[src/rtl/yaw_integrator.sv]
// Yaw integrator: calibrates out the gyro offset, then integrates corrected yaw rate
// (plus optional IR fusion term) into a 12-bit modular heading. Optional macro: DEADBAND_EN.
module yaw_integrator #(
    parameter int FAST_SIM     = 1,
    parameter int FUSION_SHIFT = 6,
    parameter int DEADBAND     = 4
) (
    input  logic        clk,
    input  logic        rst,
    input  logic        strt_cal,
    input  logic        vld,
    input  logic [15:0] yaw_rt,
    input  logic        moving,
    input  logic        en_fusion,
    input  logic [8:0]  IR_Dtrm,
    output logic        cal_done,
    output logic        rdy,
    output logic [11:0] heading
);

    localparam int          CAL_LOG2 = (FAST_SIM != 0) ? 8 : 11;
    localparam logic [10:0] CAL_LAST = 11'((1 << CAL_LOG2) - 1);

    typedef enum logic [1:0] {IDLE, CAL, RUN} state_t;

    state_t      state_q, state_d;
    logic [26:0] cal_sum_q, cal_sum_d;
    logic [10:0] cal_cnt_q, cal_cnt_d;
    logic [15:0] offset_q, offset_d;
    logic [26:0] acc_q, acc_d;
    logic        s1_vld_q, s1_vld_d;
    logic [15:0] yc_q, yc_d;
    logic        mov_q, mov_d;
    logic        fus_q, fus_d;
    logic [8:0]  ir_q, ir_d;
    logic        cal_done_q, cal_done_d;
    logic        rdy_q, rdy_d;

    logic signed [16:0] diff;
    logic        [15:0] yc_sat;
    logic        [26:0] yc_ext;
    logic        [26:0] fus_term;

    // Offset-corrected rate, saturated to 16 bits when the 17-bit difference overflows.
    always_comb begin
        diff   = $signed({yaw_rt[15], yaw_rt}) - $signed({offset_q[15], offset_q});
        yc_sat = diff[15:0];
        if (diff[16] != diff[15]) begin
            yc_sat = diff[16] ? 16'h8000 : 16'h7FFF;
        end
`ifdef DEADBAND_EN
        if (($signed(yc_sat) > -$signed(16'(DEADBAND))) && ($signed(yc_sat) < $signed(16'(DEADBAND)))) begin
            yc_sat = 16'h0000;
        end
`endif
    end

    always_comb begin
        yc_ext   = {{11{yc_q[15]}}, yc_q};
        fus_term = fus_q ? ({{18{ir_q[8]}}, ir_q} << FUSION_SHIFT) : 27'd0;
    end

    always_comb begin
        state_d    = state_q;
        cal_sum_d  = cal_sum_q;
        cal_cnt_d  = cal_cnt_q;
        offset_d   = offset_q;
        acc_d      = acc_q;
        s1_vld_d   = 1'b0;
        yc_d       = yc_q;
        mov_d      = mov_q;
        fus_d      = fus_q;
        ir_d       = ir_q;
        cal_done_d = 1'b0;
        rdy_d      = 1'b0;

        // A calibration request wins over everything, including samples still in the pipe.
        if (strt_cal) begin
            state_d   = CAL;
            cal_sum_d = 27'd0;
            cal_cnt_d = 11'd0;
            acc_d     = 27'd0;
        end else begin
            if (s1_vld_q) begin
                rdy_d = 1'b1;
                if (mov_q) begin
                    acc_d = acc_q + yc_ext + fus_term;
                end
            end
            case (state_q)
                CAL: begin
                    if (vld) begin
                        cal_sum_d = cal_sum_q + {{11{yaw_rt[15]}}, yaw_rt};
                        cal_cnt_d = cal_cnt_q + 11'd1;
                        if (cal_cnt_q == CAL_LAST) begin
                            offset_d   = 16'($signed(cal_sum_d) >>> CAL_LOG2);
                            cal_cnt_d  = 11'd0;
                            state_d    = RUN;
                            cal_done_d = 1'b1;
                            acc_d      = 27'd0;
                        end
                    end
                end
                RUN: begin
                    if (vld) begin
                        s1_vld_d = 1'b1;
                        yc_d     = yc_sat;
                        mov_d    = moving;
                        fus_d    = en_fusion;
                        ir_d     = IR_Dtrm;
                    end
                end
                default: begin
                end
            endcase
        end
    end

    always_ff @(posedge clk) begin
        if (rst) begin
            state_q    <= IDLE;
            cal_sum_q  <= 27'd0;
            cal_cnt_q  <= 11'd0;
            offset_q   <= 16'd0;
            acc_q      <= 27'd0;
            s1_vld_q   <= 1'b0;
            yc_q       <= 16'd0;
            mov_q      <= 1'b0;
            fus_q      <= 1'b0;
            ir_q       <= 9'd0;
            cal_done_q <= 1'b0;
            rdy_q      <= 1'b0;
        end else begin
            state_q    <= state_d;
            cal_sum_q  <= cal_sum_d;
            cal_cnt_q  <= cal_cnt_d;
            offset_q   <= offset_d;
            acc_q      <= acc_d;
            s1_vld_q   <= s1_vld_d;
            yc_q       <= yc_d;
            mov_q      <= mov_d;
            fus_q      <= fus_d;
            ir_q       <= ir_d;
            cal_done_q <= cal_done_d;
            rdy_q      <= rdy_d;
        end
    end

    assign heading  = acc_q[26:15];
    assign cal_done = cal_done_q;
    assign rdy      = rdy_q;

endmodule

[config.mk]
export PLATFORM = sky130hd
export DESIGN_NAME = yaw_integrator
export DESIGN_NICKNAME = d
export VERILOG_FILES = /design/src/rtl/yaw_integrator.sv
export SDC_FILE = /design/constraint.sdc
export NUM_CORES = 1
export LEC_CHECK = 0
export BUFFER_PORTS_ARGS = -buffer_cell sky130_fd_sc_hd__clkbuf_2
export CORE_MARGIN = 2
export CORE_UTILIZATION = 55
export CTS_BUF_LIST = sky130_fd_sc_hd__clkbuf_4
export CTS_CLUSTER_DIAMETER = 50
export DETAILED_ROUTE_END_ITERATION = 16
export PLACE_DENSITY_LB_ADDON = 0.3
export SYNTH_ARGS = -nofsm -noshare
export SYNTH_HDL_FRONTEND = slang
export SYNTH_SLANG_ARGS = --single-unit
[constraint.sdc]
create_clock -name clk -period 8.7 [get_ports clk]
set_input_delay 0.435 -clock clk [delete_from_list [all_inputs] [get_ports clk]]
set_output_delay 0.435 -clock clk [all_outputs]
set_load 0.02 [all_outputs]
==> flow_summary_export.csv <==
group,metric,value,unit
final_layout,final_net_count,1093,
synth,ys_async_sr_fraction,0,
grt,antenna_found_initial,0,
power_and_ir_drop,power_frac_comb,0.132,
sta,setup_viol,0,
worst_setup_path,endpoint,"acc_q[25]",
synth,syn_inst,957,
sta,tightest_slew,0.879,ns
run_status,outcome,"completed",
sta,hold_viol,0,
placed_design,portBuffers,44,
worst_setup_path,cp_cell_sequence,"and2_1 > fa_1 > ha_1 > a21oi_1 > o211ai_1 > a21o_1 > a21oi_1 > a31oi_1 > a31oi_1 > o21ai_0 > xnor2_1 > o31ai_1",
grt,grt_pass1_vias,6135,
synth,synth-seq-area-share,0.281,
worst_setup_path,slowest_stage,"and2_1",
clocking,clockBufferDepth,2,
route,totalWireLength,16600,um
route,post_drt_wl_per_cell,14.4,um
clocking,numClockSinks,110,
sta,skew,0.0223,ns
route,vias,6538,
clocking,htree_levels,3,
route,routed_via_density,5.68,
route,drt-initial-drc-count,455,
worst_setup_path,crit_fanout,13,
clocking,cts_made_buffers,9,
worst_setup_path,reg2regPathDepth,12,
worst_setup_path,end_kind,"flip-flop",
power_and_ir_drop,max-vdd-ir-drop,0.0000663,V
grt,grt_usage,0.232,
worst_setup_path,worst-path-buf-inv,0,
power_and_ir_drop,power.share.clock,0.310,
worst_setup_path,startpoint_type,"flip-flop",
synth,syn-cell-area,0.00783,mm^2
sta,setup_ws,4.82,ns
floorplanning,initial_core_util,0.564,
grt,overflow,0,
worst_setup_path,cp_top_family,"compound AO/OA/AOI/OAI gates",
synth,synth-simple-area-share,0.205,
synth,synth_compound_area_frac,0.206,
power_and_ir_drop,swShare,0.267,
floorplanning,row_count,43,
synth,synth_edf_count,0,
min_path,worstHoldStart,"IR_Dtrm[7]",
placed_design,hpwl,12100,um
route,drtPass1Iterations,7,
power_and_ir_drop,internal_power,0.000667,W
route,route.detailed.drc,0,
sta,rsz0062_at_grt,"no",
floorplanning,coreArea,0.0139,mm^2
sta,finalCritPeriodShare,0.446,
placed_design,gp_congestion,0.937,
flow_run,maxCapViolations,0,
worst_setup_path,crit_start,"fus_q",
worst_setup_path,cp.arrival,4.30,ns
clocking,worstSkewPairLatency,0.49,ns
final_layout,antennaDiodeCount,0,
sta,min_period,3.88,ns
floorplanning,die_w,123,um
synth,synthXorXnorAreaFrac,0.0603,
grt,grt_pass1_wl,28400,um
final_layout,drive_gt1_frac,0.102,
synth,ys.flop_type,"dfxtp_1",
placed_design,place_ws,4.84,ns
power_and_ir_drop,leakage,3.41,nW
synth,syn_avg_cell_area,8.18,um^2
synth,synth.mux.area_fraction,0.00256,
worst_setup_path,critical_path_class,"reg2reg",
synth,synthAdderAreaFrac,0.193,
sta,maxSlewViolCount,0,
worst_setup_path,required,9.11,ns
synth,synth.top_cell.area_share,0.281,
clocking,cts_hold_buf,0,
synth,yosys.area.top_type,"dfxtp_1",
clocking,clockRootBuffer,"clkbuf_4",
clocking,cts_tree,"done",
synth,synth_fp_nets,1082,
power_and_ir_drop,p_seq_frac,0.559,
floorplanning,dieArea,0.0152,mm^2
grt,grt_max_degree,55,
synth,synth_cell_types,67,
route,ant_nets,0,
floorplanning,num_io_pins,45,
worst_setup_path,cp_num_cells,12,
worst_setup_path,r2r_end,"acc_q[25]",
power_and_ir_drop,power.density,111,mW/mm^2
synth,synth_top_family_by_area,"compound AO/OA/AOI/OAI gates",
synth,synthTopCellsByArea,"dfxtp_1 28%, ha_1 11%, a21oi_1 6.8%",
sta,max_freq,0.258,GHz
synth,synth-seq-cells,110,
clocking,path_clk_slew,0.16,ns
power_and_ir_drop,switching_power,0.000243,W
sta,finalSetupTns,0,ns
clocking,post_cts_buffers,0,
worst_setup_path,cp_slowest_stage_delay,0.68,ns
worst_setup_path,r2r_start,"fus_q",
synth,yosysWarnings,0,
floorplanning,die_y,123,um
power_and_ir_drop,p_total,0.000911,W
sta,relSlewSlack,0.414,
worst_setup_path,rrSetupSlack,4.82,ns
clocking,post_cts_resized,0,
final_layout,syn2layout_area_growth,4.92,%
min_path,hp-class,"in2reg",
[through the flow]
| stage | cells | hold slack, ns | instance area [um^2] | utilization |
|---|---|---|---|---|
| final | 1152 | 0.146 | 8210 | 0.592 |
| after global routing | 1152 | 0.0953 | 8210 | 0.592 |
| after CTS | 1152 | 0.104 | 8210 | 0.592 |
| after detailed placement | 1137 | 0.445 | 8070 | 0.581 |
| after global placement | 1137 | 0.441 | 8070 | 0.581 |
| after floorplan | 957 | 0.432 | 7830 | - |
[flip-flops by register name (all words and copies together) (netlist names)]
signal and flops:
acc_q 27, cal_cnt_q 11, cal_done 1, cal_sum_q 24
fus_q 1, ir_q 9, mov_q 1, offset_q 16
rdy 1, s1_vld_q 1, state_q 2, yc_q 16
[metal layers]
metal / global-route usage / vias up / part of all wire
li1: - / 3390 / -
met1: 0.305 / 2996 / 0.49
met5: 0 / - / 0
met3: 0.0461 / 27 / 0.034
met4: 0.0568 / 0 / 0.014
met2: 0.393 / 125 / 0.47
[logic make-up (layout without fill, tap and decap cells)]
kind of cell	count (synthesis)	count (layout)
and+or+nand+nor	347	347
AOI/OAI and AO/OA	245	245
DFF	110	110
buffers and inverters	91	106
muxes	2	2
xor gates and xnor gates	53	53
adders and majority gates	109	109
[power groups by stage]
stage               clock network [W]  registers [W]  logic [W]
global placement                    0       0.000519   0.000118
detailed placement                  0       0.000519   0.000119
floorplan                           0       0.000519  0.0000918
CTS                          0.000293       0.000509   0.000119
global route                 0.000312       0.000509   0.000134
finish                       0.000282       0.000509   0.000120
[synthesized netlist by cell type, drive strengths merged (2+ instances only)]
cell type  instances
o21ai             26
a31oi              9
a21oi            108
nand2b             8
o31a               3
o21a              11
nor3              18
dfxtp            110
nand4              9
xnor2             29
inv               41
and3               9
nor2              74
nand4b             3
a21o              26
nor2b             11
buf               20
a41oi              2
o2111ai            2
clkbuf            30
or4                7
and2              11
o311ai             3
and4               3
or2                5
a31o               2
xor2              24
or3                9
maj3              15
a211oi            30
ha                71
nor3b              3
nor4               3
nand3             31
nand2            141
o211ai             3
o41ai              2
a32o               2
mux2i              2
o31ai              3
fa                23
a311oi             3
[area by class of cell]
type / count / area [um^2]
multi-input cells: 756 / 5220
well taps: 180 / 225
repair buffers: 50 / 265
clock buffers: 9 / 67.6
inverters: 41 / 154
fillers: 1298 / 5670
clock inverters: 6 / 77.6
flip-flops and latches: 110 / 2200
[worst min-delay path, stage by stage]
cell	delay, ns
clkbuf_2	0.08
nand2_1	0.04
a21oi_1	0.05
[cell usage in the layout, fill, tap and decap left out, types with 3 or more instances in the layout]
master    count
a211oi_1     19
a211oi_2     11
a21o_1       26
a21oi_1     106
a311oi_1      3
a31oi_1       9
and2_1       11
and3_1        8
and4_1        3
buf_4         6
clkbuf_2     44
clkbuf_4      9
dfxtp_1     110
fa_1         23
ha_1         71
inv_1        41
maj3_1        5
maj3_2       10
nand2_1     141
nand2b_1      8
nand3_1      31
nand4_1       9
nand4b_1      3
nor2_1       74
nor2b_1      11
nor3_1       18
nor3b_1       3
nor4_1        3
o211ai_1      3
o21a_1       11
o21ai_0      24
o311ai_0      3
or2_2         5
or3_1         9
or4_1         7
xnor2_1      28
xor2_1       24
[worst min-delay path by stage]
stage,to,slack [ns],cells after the start
2_1_floorplan,ir_q[1],0.43,2
3_3_place_gp,ir_q[8],0.44,2
3_5_place_dp,ir_q[8],0.44,2
4_1_cts,ir_q[4],0.10,3
5_1_grt,ir_q[7],0.1,3
6_report,ir_q[7],0.15,3
(Power assumes the default switching activity.)
